[src/rtl/alu_exec_if.sv]
// Operand/result handshake bundle between the issue stage and the execute-stage ALU.
interface alu_exec_if #(
    parameter int WIDTH = 32
);
    localparam int SAW = $clog2(WIDTH);

    logic             in_valid;
    logic             in_ready;
    logic [3:0]       alu_con;
    logic [WIDTH-1:0] a;
    logic [WIDTH-1:0] b;
    logic [SAW-1:0]   shamt;
    logic             out_valid;
    logic             out_ready;
    logic [WIDTH-1:0] result;
    logic             zero;
    logic             overflow;

    modport master (
        output in_valid, alu_con, a, b, shamt, out_ready,
        input  in_ready, out_valid, result, zero, overflow
    );

    modport slave (
        input  in_valid, alu_con, a, b, shamt, out_ready,
        output in_ready, out_valid, result, zero, overflow
    );
endinterface

[src/rtl/alu_exec_unit.sv]
// Execute-stage ALU: single-cycle logic/arithmetic, iterative shifts of SHIFT_STEP bits per cycle.
// state | meaning
// IDLE  | ready for a new op
// SHIFT | shifting working register, remaining > 0
// DONE  | result valid, waiting for out_ready
module alu_exec_unit #(
    parameter int WIDTH      = 32,
    parameter int SHIFT_STEP = 1
) (
    input  logic      clk,
    input  logic      reset,
    alu_exec_if.slave bus
);
    localparam int SAW = $clog2(WIDTH);
    localparam logic [SAW-1:0] STEP_AMT = SAW'(SHIFT_STEP);

    typedef enum logic [1:0] {S_IDLE, S_SHIFT, S_DONE} state_t;

    state_t           r_state;
    state_t           w_state_next;

    logic [WIDTH-1:0] r_result;
    logic             r_zero;
    logic             r_overflow;
    logic [WIDTH-1:0] r_work;
    logic [SAW-1:0]   r_remain;
    logic             r_shift_left;
    logic             r_shift_arith;

    logic             w_accept;
    logic             w_is_shift;
    logic             w_var_shift;
    logic             w_left;
    logic             w_arith;
    logic [SAW-1:0]   w_amount;
    logic             w_start_shift;
    logic [SAW-1:0]   w_step;
    logic [SAW-1:0]   w_remain_next;
    logic [WIDTH-1:0] w_work_next;
    logic [WIDTH-1:0] w_sum;
    logic [WIDTH-1:0] w_diff;
    logic [WIDTH-1:0] w_alu_res;
    logic             w_alu_ovf;

    assign w_accept = bus.in_valid && (r_state == S_IDLE);

    always_comb begin
        w_is_shift  = 1'b0;
        w_var_shift = 1'b0;
        w_left      = 1'b0;
        w_arith     = 1'b0;
        case (bus.alu_con)
            4'b0011: begin w_is_shift = 1'b1; w_var_shift = 1'b1; w_left = 1'b1; end
            4'b0101: begin w_is_shift = 1'b1; w_var_shift = 1'b1; end
            4'b1011: begin w_is_shift = 1'b1; w_left = 1'b1; end
            4'b1100: begin w_is_shift = 1'b1; end
            4'b1101: begin w_is_shift = 1'b1; w_arith = 1'b1; end
            4'b1110: begin w_is_shift = 1'b1; w_var_shift = 1'b1; w_arith = 1'b1; end
            default: ;
        endcase
    end

    assign w_amount      = w_var_shift ? bus.a[SAW-1:0] : bus.shamt;
    assign w_start_shift = w_is_shift && (w_amount != '0);

    assign w_sum  = bus.a + bus.b;
    assign w_diff = bus.a - bus.b;

    // Shift codes fall to the default arm: a zero-amount shift simply returns b.
    always_comb begin
        w_alu_res = bus.b;
        w_alu_ovf = 1'b0;
        case (bus.alu_con)
            4'b0000: w_alu_res = bus.a & bus.b;
            4'b0001: w_alu_res = bus.a | bus.b;
            4'b0010: begin
                w_alu_res = w_sum;
                w_alu_ovf = (bus.a[WIDTH-1] == bus.b[WIDTH-1]) && (w_sum[WIDTH-1] != bus.a[WIDTH-1]);
            end
            4'b0100: w_alu_res = ~(bus.a | bus.b);
            4'b0110: begin
                w_alu_res = w_diff;
                w_alu_ovf = (bus.a[WIDTH-1] != bus.b[WIDTH-1]) && (w_diff[WIDTH-1] != bus.a[WIDTH-1]);
            end
            4'b0111: w_alu_res = {{(WIDTH-1){1'b0}}, ($signed(bus.a) < $signed(bus.b))};
            4'b1000: w_alu_res = w_sum;
            4'b1001: w_alu_res = w_diff;
            4'b1010: w_alu_res = bus.a ^ bus.b;
            4'b1111: w_alu_res = {{(WIDTH-1){1'b0}}, (bus.a < bus.b)};
            default: ;
        endcase
    end

    assign w_step        = (r_remain < STEP_AMT) ? r_remain : STEP_AMT;
    assign w_remain_next = r_remain - w_step;

    always_comb begin
        if (r_shift_left) begin
            w_work_next = r_work << w_step;
        end else if (r_shift_arith) begin
            w_work_next = $signed(r_work) >>> w_step;
        end else begin
            w_work_next = r_work >> w_step;
        end
    end

    always_ff @(posedge clk or posedge reset) begin
        if (reset) begin
            r_state <= S_IDLE;
        end else begin
            r_state <= w_state_next;
        end
    end

    always_comb begin
        w_state_next = r_state;
        case (r_state)
            S_IDLE: begin
                if (w_accept) begin
                    w_state_next = w_start_shift ? S_SHIFT : S_DONE;
                end
            end
            S_SHIFT: begin
                if (w_remain_next == '0) begin
                    w_state_next = S_DONE;
                end
            end
            S_DONE: begin
                if (bus.out_ready) begin
                    w_state_next = S_IDLE;
                end
            end
            default: w_state_next = S_IDLE;
        endcase
    end

    always_comb begin
        bus.in_ready  = (r_state == S_IDLE);
        bus.out_valid = (r_state == S_DONE);
    end

    always_ff @(posedge clk or posedge reset) begin
        if (reset) begin
            r_result      <= '0;
            r_zero        <= 1'b0;
            r_overflow    <= 1'b0;
            r_work        <= '0;
            r_remain      <= '0;
            r_shift_left  <= 1'b0;
            r_shift_arith <= 1'b0;
        end else begin
            case (r_state)
                S_IDLE: begin
                    if (w_accept) begin
                        if (w_start_shift) begin
                            r_work        <= bus.b;
                            r_remain      <= w_amount;
                            r_shift_left  <= w_left;
                            r_shift_arith <= w_arith;
                        end else begin
                            r_result   <= w_alu_res;
                            r_zero     <= (w_alu_res == '0);
                            r_overflow <= w_alu_ovf;
                        end
                    end
                end
                S_SHIFT: begin
                    r_work   <= w_work_next;
                    r_remain <= w_remain_next;
                    if (w_remain_next == '0) begin
                        r_result   <= w_work_next;
                        r_zero     <= (w_work_next == '0);
                        r_overflow <= 1'b0;
                    end
                end
                default: ;
            endcase
        end
    end

    assign bus.result   = r_result;
    assign bus.zero     = r_zero;
    assign bus.overflow = r_overflow;
endmodule

[src/flat_wrapper.sv]
// flat-port wrapper written by rule: the top's interface ports become plain ports
module alu_exec_unit_flat 
#(
    parameter int WIDTH      = 32,
    parameter int SHIFT_STEP = 1
)
  (clk, reset, bus_in_valid, bus_alu_con, bus_a, bus_b, bus_shamt, bus_out_ready, bus_in_ready, bus_out_valid, bus_result, bus_zero, bus_overflow);
  alu_exec_if #(.WIDTH(WIDTH)) bus_i ();
  input  logic clk;
  input  logic reset;
  input wire logic [$bits(bus_i.in_valid)-1:0] bus_in_valid;
  input wire logic [$bits(bus_i.alu_con)-1:0] bus_alu_con;
  input wire logic [$bits(bus_i.a)-1:0] bus_a;
  input wire logic [$bits(bus_i.b)-1:0] bus_b;
  input wire logic [$bits(bus_i.shamt)-1:0] bus_shamt;
  input wire logic [$bits(bus_i.out_ready)-1:0] bus_out_ready;
  output wire logic [$bits(bus_i.in_ready)-1:0] bus_in_ready;
  output wire logic [$bits(bus_i.out_valid)-1:0] bus_out_valid;
  output wire logic [$bits(bus_i.result)-1:0] bus_result;
  output wire logic [$bits(bus_i.zero)-1:0] bus_zero;
  output wire logic [$bits(bus_i.overflow)-1:0] bus_overflow;
  assign bus_i.in_valid = bus_in_valid;
  assign bus_i.alu_con = bus_alu_con;
  assign bus_i.a = bus_a;
  assign bus_i.b = bus_b;
  assign bus_i.shamt = bus_shamt;
  assign bus_i.out_ready = bus_out_ready;
  assign bus_in_ready = bus_i.in_ready;
  assign bus_out_valid = bus_i.out_valid;
  assign bus_result = bus_i.result;
  assign bus_zero = bus_i.zero;
  assign bus_overflow = bus_i.overflow;
  alu_exec_unit #(.WIDTH(WIDTH), .SHIFT_STEP(SHIFT_STEP)) u_core (.clk(clk), .reset(reset), .bus(bus_i));
endmodule
[config.mk]
export PLATFORM = sky130hd
export DESIGN_NAME = alu_exec_unit_flat
export DESIGN_NICKNAME = d
export VERILOG_FILES = /design/src/rtl/alu_exec_if.sv /design/src/rtl/alu_exec_unit.sv /design/src/flat_wrapper.sv
export SDC_FILE = /design/constraint.sdc
export NUM_CORES = 1
export LEC_CHECK = 0
export CELL_PAD_IN_SITES_DETAIL_PLACEMENT = 0
export CELL_PAD_IN_SITES_GLOBAL_PLACEMENT = 1
export CORE_MARGIN = 2
export CORE_UTILIZATION = 35
export CTS_CLUSTER_DIAMETER = 120
export DETAILED_ROUTE_END_ITERATION = 7
export GPL_ROUTABILITY_DRIVEN = 0
export PLACE_DENSITY = 0.67
export SLEW_MARGIN = 20
export SYNTH_ARGS = -nofsm -noshare
export SYNTH_HDL_FRONTEND = slang
export SYNTH_SLANG_ARGS = --single-unit
[constraint.sdc]
create_clock -name clk -period 3.6 [get_ports clk]
set_clock_uncertainty 0.15 [all_clocks]
set_input_delay 0.9 -clock clk [delete_from_list [all_inputs] [get_ports clk]]
set_output_delay 0.9 -clock clk [all_outputs]
set_load 0.03 [all_outputs]
==> run metrics <==
largest net degree at the start of global routing=40; Register Area=approximately 1900 um2; worst slew pin tran=around 0.89 ns; Total Nets Final=2,436; syn_nets=between 1,500 and 2,000; drt drc=0; Worst Hold Class=flip-flop to flip-flop; crit-path cells=buf_6 > buf_6 > ha_4 > inv_2 > fa_2 > nor2b_4 > o221a_4 > buf_4 > buf_4 > o21ai_4 > o21a_1 > or3_1 > a211oi_2 > buf_4 > nor4b_4 > nand4_1 > nor4_1 > and4_1 > a221o_1; initial antenna violation count=1; CP peak stage delay=roughly 0.38 ns; Fmax achieved=0.248 GHz; slowest stage cell, crit path=fa_2; Ant. Diodes=0; Crit. Startpoint=bus_b[0]; I/O pin cnt=around 110; hold wc startpoint=u_core.bus.result[9]; Post-Synth XOR/XNOR Area=0.00706; Final Setup Violations=6; I/O Buffers=around 110; min cycle time layout=4.03 ns; DR WL/cell=~22 um; M3 GR Usage=0.0435; GRT Overall Usage=0.334; synthesized cell area=between 10,000 and 15,000 um2; Setup CP Type=input pin to flip-flop; Die H=between 150 and 200 um; main flop type after synthesis=dfrtp_1; CP most frequent cell=buf_4; Critical Path RT=~3.7 ns; Max FO, Critical Path=4; leakage=8.75 nW; Arr. time, crit path=4.11 ns; area grow syn2layout=76.2%; Fillers=around 2,700; syn_area_per_cell=~7.0 um2; max-cap viol count=0; vias in the first global route=approximately 15,000; Iteration-0 DRC Markers=1,688; share of cells above drive strength 1=0.452; Hold Fails Final Rpt=0; post-synthesis cell type count=83; CTS Sinks=75; global routing usage on met1=0.428; compound-gate portion of the synthesized area=0.377; Async SR Flop Fraction=1.00; most frequent cells in the layout=buf_4 (579), o21ai_0 (155), nand2_1 (152); largest family of logic cells by synthesized area=compound AO/OA/AOI/OAI gates; mux cell area share after synthesis=0.0343; Worst-path clk slew=about 0.06 ns; Synth Area in Adders=0.131; layer with the highest usage=met2; CTS Hold Bufs=0; worst reg2reg startpoint=u_core.r_remain[4]; PwrDens=about 420 nW/um2; hold_ws=roughly 0.33 ns; setup_tns=-1.46 ns; Critical Path Start Type=input pin; Pre-antenna DRT Iters=6; crit share post-route=1.12; Overflow after GRT=0; CP Capture Type=flip-flop; sequential area share after synthesis=0.168; Final ANT Viol Nets=0; status=finished, violations left; Routed WL=between 50,000 and 60,000 um; cell count after synthesis=about 1,600; first-pass GRT wire length=just under 90,000 um; Core ar.=31,500 um2; met2 usage=0.559; Placement Rows=65; H-tree depth=3; CTS Buffer Depth=2; Multi-input gate area=about 10,000 um2; dpl hpwl=~44,000 um; Synth Warn #=0; clock latency on the worst-skew pair=around 0.34 ns; Root Buffer=clkbuf_16; most common cell after layout, fill and taps aside=buf_4; Slew headroom=0.406; Seq cells post-synth=75; Post-synth EDFFs=0; Setup WS post-layout=-0.432 ns; reg-to-reg setup timing slack=0.06 ns; initial core utilization=0.355; TritonCTS buffer count=9; DIE AREA=approximately 33,000 um2; RSZ-0062 raised after global routing=true; maximum VDD drop=about 0.31 mV; Slew Viols, Final=0; DR vias=15,856; Via density=between 5 and 6; Die Width=between 150 and 200 um; TritonCTS clock tree=yes; simple-gate share of the synthesized area=0.202; violated checks=setup timing
[critical path: cells and delay by family]
family	cells	cell delay, ns
AO/OA/AOI/OAI	5	1.09
adder cells (fa/ha/maj)	2	0.51
buffers and inverters	6	0.63
AND/OR/NAND/NOR	6	0.95
[area by class of cell]
type                            instances  share of cell area
Timing Repair Buffer                  748               0.309
Clock inverter                          4             0.00242
Clock buffer                           12              0.0136
Sequential cell                        75              0.0955
Inverter                              112              0.0227
Multi-Input combinational cell       1297               0.532
Tap cell                              402              0.0256
[synthesized netlist by cell type (all sizes together) (4+ instances only)]
master | n | area share
or4 | 6 | 0.0040
nor2b | 16 | 0.0090
a31oi | 14 | 0.0084
o21bai | 12 | 0.0081
o2111ai | 6 | 0.0047
o22ai | 29 | 0.016
a221oi | 8 | 0.0068
a221o | 6 | 0.0054
buf | 37 | 0.016
dfrtp | 75 | 0.17
or2 | 5 | 0.0028
nor4 | 20 | 0.011
o22a | 5 | 0.0039
o21a | 9 | 0.0061
xnor2 | 6 | 0.0047
o32ai | 7 | 0.0055
a2bb2oi | 21 | 0.016
nand4 | 16 | 0.0090
a22oi | 20 | 0.014
nor2 | 150 | 0.050
clkbuf | 78 | 0.026
nand3 | 31 | 0.014
nand2 | 161 | 0.054
o21ai | 179 | 0.080
o211ai | 27 | 0.018
a22o | 7 | 0.0055
o221ai | 16 | 0.013
o311ai | 5 | 0.0039
a211oi | 17 | 0.011
a32oi | 7 | 0.0055
mux2i | 36 | 0.032
o221a | 5 | 0.0050
and2 | 4 | 0.0022
inv | 112 | 0.038
o31a | 7 | 0.0055
or3 | 12 | 0.0067
ha | 114 | 0.13
nor3 | 33 | 0.015
nand2b | 16 | 0.0090
a21o | 15 | 0.010
a21oi | 154 | 0.069
o31ai | 22 | 0.015
a211o | 8 | 0.0063
a31o | 6 | 0.0047
[path summary, 6_finish.rpt]
kind | end | depth (start not counted)
min reg2reg | u_core.bus.result[9] | 2
max | u_core.bus.zero | 19
min in group asynchronous | u_core.bus.result[23] | 2
max reg2reg | u_core.bus.zero | 10
min | u_core.bus.result[9] | 2
max in group asynchronous | u_core.r_remain[0] | 3
[per-stage QoR]
| step | setup slack [ns] | utilization | std cells | total power [W] | area (um2) |
|---|---|---|---|---|---|
| final | -0.432 | 0.625 | 2650 | 0.00824 | 19700 |
| after global routing | -0.538 | 0.625 | 2650 | 0.00871 | 19700 |
| after CTS | -0.499 | 0.602 | 2619 | 0.00795 | 18900 |
| after detailed placement | -1.55 | 0.524 | 2537 | 0.00652 | 16500 |
| after global placement | -1.50 | 0.524 | 2537 | 0.00645 | 16500 |
| after floorplan | -0.286 | - | 1599 | 0.00414 | 11200 |
[sequential cells by signal, indices dropped and copies added, names as in the netlist]
register              cells
u_core.bus.overflow       1
u_core.bus.result        32
u_core.bus.zero           1
u_core.r_remain           5
u_core.r_shift_arith      1
u_core.r_shift_left       1
u_core.r_state            2
u_core.r_work            32
[where the power goes]
group	switching (W)	leakage, nW	internal (W)
logic	0.00312	7.68	0.00256
clock network	0.000357	0.155	0.000591
registers	0.000366	0.916	0.00125
[repair_timing]
action                                  CTS  global route
buffers inserted                         71            36
endpoints found under the setup margin   72            60
pin swaps                               130            96
resized for setup                       480           164
cloned                                    0             1
[metal layers]
| layer | share of wire | up-vias |
|---|---|---|
| met2 | 0.46 | 888 |
| met3 | 0.082 | 209 |
| met4 | 0.052 | 2 |
| met1 | 0.40 | 7570 |
| li1 | - | 7187 |
| met5 | 0.00027 | - |
[logic make-up after synthesis]
kind of cell               Yosys count
adders and majority gates          116
and+or+nand+nor                    489
AOI/OAI and AO/OA                  645
muxes                               38
xor gates and xnor gates             9
DFF                                 75
buffers and inverters              227
(Power assumes the default switching activity.)
==> RTL change 1 (config.mk and constraints unchanged) <==
`WIDTH` is set to 32 in 3 places; all go to 16.
--- a/src/rtl/alu_exec_if.sv
+++ b/src/rtl/alu_exec_if.sv
@@ -1,6 +1,6 @@
 // Operand/result handshake bundle between the issue stage and the execute-stage ALU.
 interface alu_exec_if #(
-    parameter int WIDTH = 32
+    parameter int WIDTH = 16
 );
     localparam int SAW = $clog2(WIDTH);
 
--- a/src/rtl/alu_exec_unit.sv
+++ b/src/rtl/alu_exec_unit.sv
@@ -4,7 +4,7 @@
 // SHIFT | shifting working register, remaining > 0
 // DONE  | result valid, waiting for out_ready
 module alu_exec_unit #(
-    parameter int WIDTH      = 32,
+    parameter int WIDTH      = 16,
     parameter int SHIFT_STEP = 1
 ) (
     input  logic      clk,
--- a/src/flat_wrapper.sv
+++ b/src/flat_wrapper.sv
@@ -1,7 +1,7 @@
 // flat-port wrapper written by rule: the top's interface ports become plain ports
 module alu_exec_unit_flat 
 #(
-    parameter int WIDTH      = 32,
+    parameter int WIDTH      = 16,
     parameter int SHIFT_STEP = 1
 )
   (clk, reset, bus_in_valid, bus_alu_con, bus_a, bus_b, bus_shamt, bus_out_ready, bus_in_ready, bus_out_valid, bus_result, bus_zero, bus_overflow);
Ports: changed (resized bus_a, bus_b, bus_result and bus_shamt); port bits go from 113 to 64. The function was not compared with the original's and may differ.
==> RTL change 1 against the original RTL <==
Sequential cell count is 33 lower; final area is 54% lower; utilization is 7.8 points lower; worst setup slack better by 0.54 ns; combinational power is 56% lower; count of clock-buffer cells in the layout is 7 lower; wire length is 60% lower; power is 53% lower; global-route usage is 7.8 points lower; synthesized cell count is 50% lower; register-to-register slack better by 0.95 ns; synthesized area is 47% lower; clock power is 52% lower; largest cell class unchanged.
==> RTL change 1: results <==
[yosys]
netlist_instances = 805
synth.distinct_cells = 84
syn_nets = 909
yosys-top-cells-area = dfrtp_1, ha_1, nor2_1, o21ai_0, a21oi_1
synth_commonest_cells = nor2_1, o21ai_0, a21oi_1, nand2_1, ha_1
async_reset_ff_share_pct = 100.0
ys_seq_area_share_pct = 17.93

[detailed_routing]
wirelength_mm = 23.37
drt-initial-drc-count = 766
top_layer_used = met4
wl_met1_mm = 10.44
vias = 7159
wl_met2_mm = 11.03
vias_per_cell = 5.597
wl_met3_mm = 1.373
detail_route.first_pass.iterations = 5

[global_routing]
track_usage_pct = 25.65
grt_pass1_vias = 6974
grtUsageMet1_pct = 34.68
met2_usage_pct = 43.13
grt_pass1_wl_mm = 36.59
met3_usage_pct = 3.120
antenna_found_initial = 0
grt_max_degree = 35

[finish]
fill_cells = 1583
nets = 1162
layout-drive-gt1-share_pct = 33.05

[timing]
fin_crit_ns = 3.489
slew_headroom_pct = 50.26

[clocking]
postCtsSetupRepairBufs = 6
htree_num_levels = 2
cts_made_buffers = 5
ctsResizeCount = 81
clk_latency_ns = 0.30

[setup_path]
rrSetupSlack_ns = 1.01
r2r_start = u_core.r_remain[1]
path_max_fanout = 18
arrival_ns = 3.55
crit_start = bus_alu_con[0]

[pwr]
leakagePower_nw = 4.097
ir_drop_v = 0.0003830

[placement]
post-dp-hpwl_mm = 18.60
port_buffers = 63
place_ws_ns = -0.6455
post_dp_cell_area_um2 = 8214

[run_status]
status = complete, no violations

[hold_path]
holdCritPathClass = reg2reg

[flow_run]
max_cap_violations = 0
## RTL change 1: power by group
group / internal [W] / leakage [nW] / switching (W)
registers: 0.000687 / 0.516 / 0.000222
clock network: 0.000257 / 0.0698 / 0.000197
logic: 0.00114 / 3.51 / 0.00137
## RTL change 1: critical path, stage by stage
cell             delay (ns)
clkdlybuf4s50_1        0.50
buf_12                 0.16
buf_4                  0.17
nor2_1                 0.07
buf_4                  0.14
and3_1                 0.24
a31oi_1                0.16
a31oi_1                0.12
o22ai_2                0.23
o211ai_1               0.20
nor4_2                 0.32
nand4_1                0.15
o31ai_2                0.18
## RTL change 1: layout make-up
cell class | count | area, um^2 | area share [%]
multi-input cells | 657 | 4848 | 53.86
repair buffers | 298 | 2477 | 27.52
flip-flops and latches | 42 | 1051 | 11.67
well taps | 220 | 275.3 | 3.058
inverters | 54 | 203.9 | 2.265
clock buffers | 5 | 125.1 | 1.390
clock inverters | 3 | 21.27 | 0.2363
## RTL change 1: worst min-delay path by stage
stage | slack (ns) | start | cells past startpoint | end
after floorplan | 0.30 | u_core.r_shift_arith | 1 | u_core.r_shift_arith
after global placement | 0.31 | u_core.bus.result[6] | 2 | u_core.bus.result[6]
after detailed placement | 0.32 | u_core.bus.result[9] | 2 | u_core.bus.result[9]
after CTS | 0.33 | u_core.bus.result[9] | 2 | u_core.bus.result[9]
after global routing | 0.34 | u_core.bus.result[13] | 1 | u_core.bus.result[13]
final | 0.33 | u_core.bus.result[9] | 2 | u_core.bus.result[9]
## RTL change 1: kinds of logic after synthesis
group | count (synthesis) | synth area share (%)
AO/OA/AOI/OAI | 291 | 33.30
adder cells (fa/ha/maj) | 60 | 13.06
AND/OR/NAND/NOR | 277 | 22.99
XOR/XNOR | 7 | 1.046
buffers and inverters | 106 | 7.833
flip-flops | 42 | 17.93
multiplexers | 22 | 3.842
==> RTL change 2 (same flow settings) <==
Without the edit above. Encoding of `state_t`: now one-hot (3 bits for 3 states).
--- a/src/rtl/alu_exec_unit.sv
+++ b/src/rtl/alu_exec_unit.sv
@@ -14,7 +14,7 @@
     localparam int SAW = $clog2(WIDTH);
     localparam logic [SAW-1:0] STEP_AMT = SAW'(SHIFT_STEP);
 
-    typedef enum logic [1:0] {S_IDLE, S_SHIFT, S_DONE} state_t;
+    typedef enum logic [2:0] {S_IDLE = 3'b001, S_SHIFT = 3'b010, S_DONE = 3'b100} state_t;
 
     state_t           r_state;
     state_t           w_state_next;
Function: same outputs for any inputs over 4 cycles, from zero or initial values and one cycle with reset high; so few cycles prove little.
==> RTL change 2 against the original RTL <==
Count of clock-buffer cells in the layout decreased by 3; global-route usage decreased by 2.0 points; final area decreased by 4.2%; maximum frequency decreased by 1.8%; final cell count decreased by 3.0%; critical path depth decreased by 1; power decreased by 6.8%; non-clock buffer count decreased by 71; worst setup slack got worse by 0.075 ns; sequential cell count increased by 1; wire length decreased by 7.4%; synthesized area increased by 2.1%; the flow still finishes with violations (setup timing); die area increased by 2.0%.
==> RTL change 2: results <==
[placement]
post_dp_cell_area_um2 = 16530
post-place-cells = 2481
place_ws_ns = -1.395

[timing]
fin_tns_setup_ns = -3.229
whs_ns = 0.3485
worst_pin_slew_ns = 0.8837
fin_ws_ns = -0.5074
finalSetupViolCount = 13

[detailed_routing]
wl_met3_mm = 4.111
wl_met1_mm = 24.04

[yosys]
synth_xor_area_share_pct = 0.8459
syn_avg_cell_area_um2 = 7.348
ys_seq_area_share_pct = 16.71
synth_compound_area_share_pct = 33.57
syn_nets = 1743
synth_commonest_cells = nor2_1, a21oi_1, ha_1, inv_1, nand2_1
yosys-top-cells-area = dfrtp_1, ha_1, a21oi_1, nor2_1, mux2i_1
synthMuxAreaShare_pct = 6.240

[pwr]
p_int_w = 0.004246
leakagePower_nw = 8.213
ir_drop_v = 0.0002876

[global_routing]
track_usage_pct = 31.43
met2_usage_pct = 49.92
grt_max_degree = 71

[hold_path]
hold_end = u_core.bus.result[8]
hp-start = u_core.bus.result[8]

[finish]
layout-drive-gt1-share_pct = 42.31
final_cells = 2570

[run_status]
violations = setup timing
status = finished with violations

[setup_path]
crit_start = bus_a[10]
endpoint = u_core.bus.result[28]

[clocking]
postCtsSetupRepairBufs = 66
==> RTL change 2: critical path, cell delays in order <==
cell      delay, ns
buf_6          0.09
buf_6          0.12
inv_12         0.04
ha_4           0.19
or4_4          0.51
or2_4          0.28
a31oi_4        0.21
o31ai_4        0.10
buf_4          0.16
a311oi_4       0.31
buf_4          0.20
o21a_4         0.15
mux2i_1        0.18
o31ai_1        0.09
nor3_1         0.18
buf_4          0.16
a21oi_2        0.05
mux2_4         0.27
==> RTL change 2: logic make-up after synthesis <==
group / count (synthesis)
compound gates: 558
simple gates: 493
buf+inv: 226
fa+ha+maj: 116
flops: 76
mux: 70
xor+xnor: 11
==> RTL change 2: layout make-up <==
type                    instances  area (um^2)
inverters                     110        449.2
fillers                      2944        13450
flip-flops and latches         76         1903
repair buffers                677         5573
multi-input cells            1248        10020
well taps                     442        553.0
clock buffers                   9        225.2
diodes                          1        2.502
clock inverters                 7        115.1
